--- config.mk ---
export PLATFORM = sky130hd
export DESIGN_NAME = rca_4_adder
export DESIGN_NICKNAME = d
export VERILOG_FILES = /design/src/rtl/rca_pkg.sv /design/src/rtl/full_adder_1b.sv /design/src/rtl/rca_4_adder.sv
export SDC_FILE = /design/constraint.sdc
export NUM_CORES = 1
export LEC_CHECK = 0
export BUFFER_PORTS_ARGS = -buffer_cell sky130_fd_sc_hd__buf_2
export CAP_MARGIN = 10
export CORE_AREA = 2 2 39 41
export CTS_CLUSTER_DIAMETER = 150
export CTS_CLUSTER_SIZE = 16
export DETAILED_ROUTE_END_ITERATION = 8
export DIE_AREA = 0 0 41 43
export HOLD_SLACK_MARGIN = 0.12
export PLACE_DENSITY = 0.53
export SYNTH_ARGS = -nofsm -noshare
export SYNTH_HDL_FRONTEND = slang
export SYNTH_SLANG_ARGS = --single-unit
--- constraint.sdc ---
create_clock -name clk -period 5.4 [get_ports clk]
set_input_delay 0.81 -clock clk [delete_from_list [all_inputs] [get_ports clk]]
set_output_delay 0.81 -clock clk [all_outputs]
set_load 0.1 [all_outputs]
--- src/rtl/rca_pkg.sv ---
// Shared constants and types for the registered ripple-carry adder.
package rca_pkg;
    localparam int RCA_WIDTH = 4;
    typedef logic [RCA_WIDTH-1:0] rca_word_t;
endpackage

--- src/rtl/full_adder_1b.sv ---
// 1-bit full adder cell, one stage of the ripple chain.
// Latency: combinational. Backpressure: none, pure logic.
// Carry out uses the propagate/generate form so the chain stays a single AND-OR per stage.
module full_adder_1b (
    input  logic a,
    input  logic b,
    input  logic cin,
    output logic sum,
    output logic cout
);
    logic p;

    assign p    = a ^ b;
    assign sum  = p ^ cin;
    assign cout = (a & b) | (cin & p);
endmodule

--- src/rtl/rca_4_adder.sv ---
// Registered 4-bit ripple-carry add-with-carry: {carry, sum} = a + b + cin.
// Latency: 1 cycle, one add per cycle. Backpressure: none, inputs sampled every edge.
// Optional signed-overflow output enabled by defining RCA_4_OVF_EN.
module rca_4_adder
    import rca_pkg::*;
#(
    parameter int WIDTH = RCA_WIDTH
) (
    input  logic             clk,
    input  logic             rst_n,
    input  logic [WIDTH-1:0] a,
    input  logic [WIDTH-1:0] b,
    input  logic             cin,
    output logic [WIDTH-1:0] sum,
    output logic             carry
`ifdef RCA_4_OVF_EN
    ,
    output logic             ovf
`endif
);
    logic [WIDTH:0] c;
    rca_word_t      s;

    assign c[0] = cin;

    for (genvar i = 0; i < WIDTH; i++) begin : g_stage
        full_adder_1b u_fa (
            .a    (a[i]),
            .b    (b[i]),
            .cin  (c[i]),
            .sum  (s[i]),
            .cout (c[i+1])
        );
    end

    always_ff @(posedge clk) begin
        if (!rst_n) begin
            sum   <= '0;
            carry <= 1'b0;
        end else begin
            sum   <= s;
            carry <= c[WIDTH];
        end
    end

`ifdef RCA_4_OVF_EN
    // Signed overflow: carry into the sign bit differs from carry out of it.
    always_ff @(posedge clk) begin
        if (!rst_n) begin
            ovf <= 1'b0;
        end else begin
            ovf <= c[WIDTH-1] ^ c[WIDTH];
        end
    end
`endif
endmodule

==> results of run 1 <==
## cells in the mapped netlist
| cell | count |
|---|---|
| inv_1 | 7 |
| and2b_2 | 3 |
| fa_1 | 4 |
| dfxtp_1 | 5 |
| and2_2 | 2 |
## layout by cell type, fill, tap and decap left out
cell      count
buf_2        15
and2_2        2
inv_1         7
clkbuf_1      1
and2b_2       3
dfxtp_1       5
clkbuf_4      3
fa_1          4
## cell type report
cell class              instances  area [um2]
fillers                       153        1010
repair buffers                 15        75.1
well taps                      16        20.0
inverters                       7        26.3
flip-flops and latches          5         100
multi-input cells               9         121
clock buffers                   4        26.3
## routing by layer
metal | track usage [%] | vias up | routed length, um
li1 | - | 93 | -
met1 | 5.59 | 67 | 139
met2 | 6.88 | 10 | 175
met3 | 1.57 | 0 | 45
met4 | 6.00 | 0 | 0
met5 | 0 | - | 0
## cell families after synthesis
family                   count (synthesis)  share of synthesized area, %
adder cells (fa/ha/maj)                  4                          32.3
AND/OR/NAND/NOR                          5                          16.7
buffers and inverters                    7                          10.6
flip-flops                               5                          40.4
## power by group
part	switching, W	internal (W)	leakage (nW)
sequential	0.000000833	0.0000413	0.0417
combinational	0.0000375	0.0000111	0.151
clock	0.0000142	0.0000279	0.0150
total	0.0000525	0.0000802	0.208
## registers in the layout, indices dropped and copies added (netlist names)
name,flops
sum,4
carry,1
## metrics by stage
step / setup WS, ps / util (%) / cells
after detailed placement: 2750 / 24.8 / 52
final: 2990 / 26.7 / 56
after CTS: 3000 / 26.7 / 56
after floorplan: 2900 / - / 21
after global routing: 2900 / 26.7 / 56
after global placement: 2750 / 24.8 / 52
## worst paths after layout
check | startpoint | to | depth (start not counted)
setup / recovery | a[0] | sum[3]$_SDFF_PN0_ | 9
hold / removal | rst_n | sum[1]$_SDFF_PN0_ | 2
==> metrics, run 1 <==
status=completed; critical path's largest stage delay=390 ps; Synth Cell Area=248 um2; Initial Util=17.9%; Vias=170; Synth cell types=5; Yosys warnings=0; # DRC=0; critical path class=in -> reg; post-DR wirelength/cell=6.41 um; worst-path cell chain=buf_2 > inv_1 > fa_1 > inv_1 > fa_1 > fa_1 > inv_1 > fa_1 > and2b_2; vias in the first global route=162; largest cells by area after synthesis=dfxtp_1 40%, fa_1 32%, inv_1 11%; maximum clock rate=0.415 GHz; final wirelength=359 um; CTS max path bufs=2; Syn Nets=36; register area share after synthesis=40.4%; drt via density=3.04; Tmin final=2410 ps; Final Cycle Share=44.6%; VDD IR max=0.0695 mV; Sink Count=5; CTS tree=yes; Critical Path End Type=flip-flop; Cell Pwr Density=360 nW/um2; delay-heaviest family, CP=adder cells; die span in y=43 um; GP Congestion=0.580; area leader, netlist=dfxtp_1; Max Cap Viol=0; Worst Max-Slew Pin Slew=486 ps; CTS H-tree depth=1; CP Data Required Time=5580 ps; global-route wire length before repair=572 um; hold_buf cts=0; Nets=56; Post-CTS Setup Inserts=0; Clk pin slew, worst setup/hold paths=40 ps; final setup fails=0; Pre-antenna DRT Iters=1; io pins=16; Core Footprint=1380 um2; RSZ-0062 raised after global routing=false; root buffer cell=clkbuf_4; area grow syn2layout=49.0%; die width=41 um; Most Frequent Cell on Critical Path=fa_1; largest net degree at the start of global routing=6; placed cell area=343 um2; Final Max Tran Viols=0; post-synth top area share=40.4%; post-route cell area=369 um2; Buf+Inv Stages, Crit Path=4; Initial DRC Count=0; grt total ovfl=0; critical path fanouts, max=1; site row count=14; Slowest-stage cell, CP=fa_1; I/O Buffers=15; initial antenna violation count=0; endpoints failing hold=0; GRT Overall Usage=5.16%; setup_tns=0 ps; Leakage=0.208 nW; post-synthesis cell count=21; Slew HR=67.8%; Die Area=1760 um2; Arr. time, crit path=2590 ps; total power=0.000133 W; hold crit path type=in -> reg; Antenna Nets Post-Route=0; TritonCTS Buffers=3; #FFs+latches synth=5; Post-CTS Resized=0; Hold Worst Slack=834 ps; Mean Syn Cell Area=11.8 um2; startpoint types=input pin; share of cells above drive strength 1=57.5%; antenna cells=0; hpwl dp=312 um
Note: power is estimated with default switching activity, not from simulation.
==> inputs of run 2 (changes only) <==
Clock period 5.4 ns to 2.3 ns, I/O delays scaled along.
==> run 2 against run 1 <==
Sequential power grew 130%. Cell count is the same. Clock power grew 150%. Total power grew 140%. Critical endpoint unchanged. Clock-buffer cell count is the same. Sequential cell count is the same. Non-clock buffer count is the same. Critical path depth is the same. Sequential share of layout area is the same. Core utilization is the same. Worst hold slack lost 470 ps.
==> metrics, run 2 (synthesized netlist as in run 1, its figures left out) <==
commonest non-fill, non-tap cell in the layout=buf_2; hold_buf cts=0; Core Footprint=1380 um2; Worst Max-Slew Pin Slew=489 ps; Nets=56; total power=0.000317 W; hold crit path type=in -> reg; Slew HR=67.6%; global-route wire length before repair=648 um; Leakage=0.208 nW; setup_tns=0 ps; drt via density=3.13; endpoints failing hold=0; startpoint types=input pin; Tmin final=1940 ps; share of cells above drive strength 1=57.5%; HP Start=rst_n; Post-CTS Setup Inserts=0; final wirelength=413 um; largest net degree at the start of global routing=6; Critical Path End Type=flip-flop; initial antenna violation count=0; RSZ-0062 raised after global routing=false; Max Cap Viol=0; # DRC=0; TritonCTS Buffers=3; vias in the first global route=160; Initial DRC Count=3; Cell Pwr Density=859 nW/um2; Initial Util=17.9%; VDD IR max=0.264 mV; GP Congestion=0.595; Antenna Nets Post-Route=0; CTS tree=yes; site row count=14; die span in y=43 um; post-DR wirelength/cell=7.38 um; Hold Path End=sum[1]$_SDFF_PN0_; final setup fails=0; root buffer cell=clkbuf_4; Vias=175; CTS H-tree depth=1; I/O Buffers=15; Arr. time, crit path=2130 ps; CTS max path bufs=2; Reg with most FFs=sum; status=completed; grt total ovfl=0; Die Area=1760 um2; critical path class=in -> reg; Hold Crit Depth=2; Pre-antenna DRT Iters=2; maximum clock rate=0.515 GHz; Final Max Tran Viols=0; Post-CTS Resized=0; Sink Count=5; total of fill cells in the finished design=148; CP Data Required Time=2490 ps; hpwl dp=350 um; antenna cells=0; Largest register FFs=4; top flop regs=sum: 4 flops, carry: 1 flops; die width=41 um; GRT Overall Usage=6.28%; io pins=16; Final Cycle Share=84.4%; area grow syn2layout=49.0%; critical path fanouts, max=1; commonest non-fill, non-tap cells in the layout=15 x buf_2, 7 x inv_1, 5 x dfxtp_1; Clk pin slew, worst setup/hold paths=40 ps
-- run 2: routing by layer --
metal	vias to the layer above	GRT usage [%]	routed length (um)
met4	0	4.00	0
met1	68	6.27	147
met2	14	7.50	190
met3	0	6.81	75
li1	93	-	-
met5	-	0	0
-- run 2: power by group --
group | leakage, nW | total, W | internal (W) | switching, W
registers | 0.0417 | 0.0000985 | 0.0000968 | 0.00000172
logic | 0.151 | 0.000116 | 0.0000267 | 0.0000888
clock network | 0.0150 | 0.000103 | 0.0000657 | 0.0000374
-- run 2: worst max path at each step --
stage,from,end,slack (ps),depth (start not counted)
floorplan,a[0],sum[3]$_SDFF_PN0_,260,8
global placement,a[0],sum[3]$_SDFF_PN0_,130,9
detailed placement,a[0],sum[3]$_SDFF_PN0_,90,9
CTS,a[0],sum[3]$_SDFF_PN0_,350,9
global route,b[0],sum[3]$_SDFF_PN0_,290,9
finish,a[0],sum[3]$_SDFF_PN0_,360,9
-- run 2: through the flow --
stage / instance area [um2] / setup slack [ps] / util, % / instances / hold WS (ps)
after global placement: 343 / 125 / 24.8 / 52 / 624
after CTS: 369 / 349 / 26.7 / 56 / 362
after global routing: 369 / 293 / 26.7 / 56 / 365
final: 369 / 359 / 26.7 / 56 / 366
after detailed placement: 343 / 91.8 / 24.8 / 52 / 620
after floorplan: 248 / 264 / - / 21 / 481
-- run 2: layout make-up --
cell class | instances | area (um2) | area share (%)
Clock buffer | 4 | 26.3 | 7.12
Inverter | 7 | 26.3 | 7.12
Sequential cell | 5 | 100 | 27.1
Timing Repair Buffer | 15 | 75.1 | 20.3
Tap cell | 16 | 20.0 | 5.42
Multi-Input combinational cell | 9 | 121 | 32.9
-- run 2: critical path, stage by stage --
cell	delay, ps
buf_2	90
inv_1	70
fa_1	160
inv_1	50
fa_1	370
fa_1	360
inv_1	70
fa_1	400
and2b_2	210
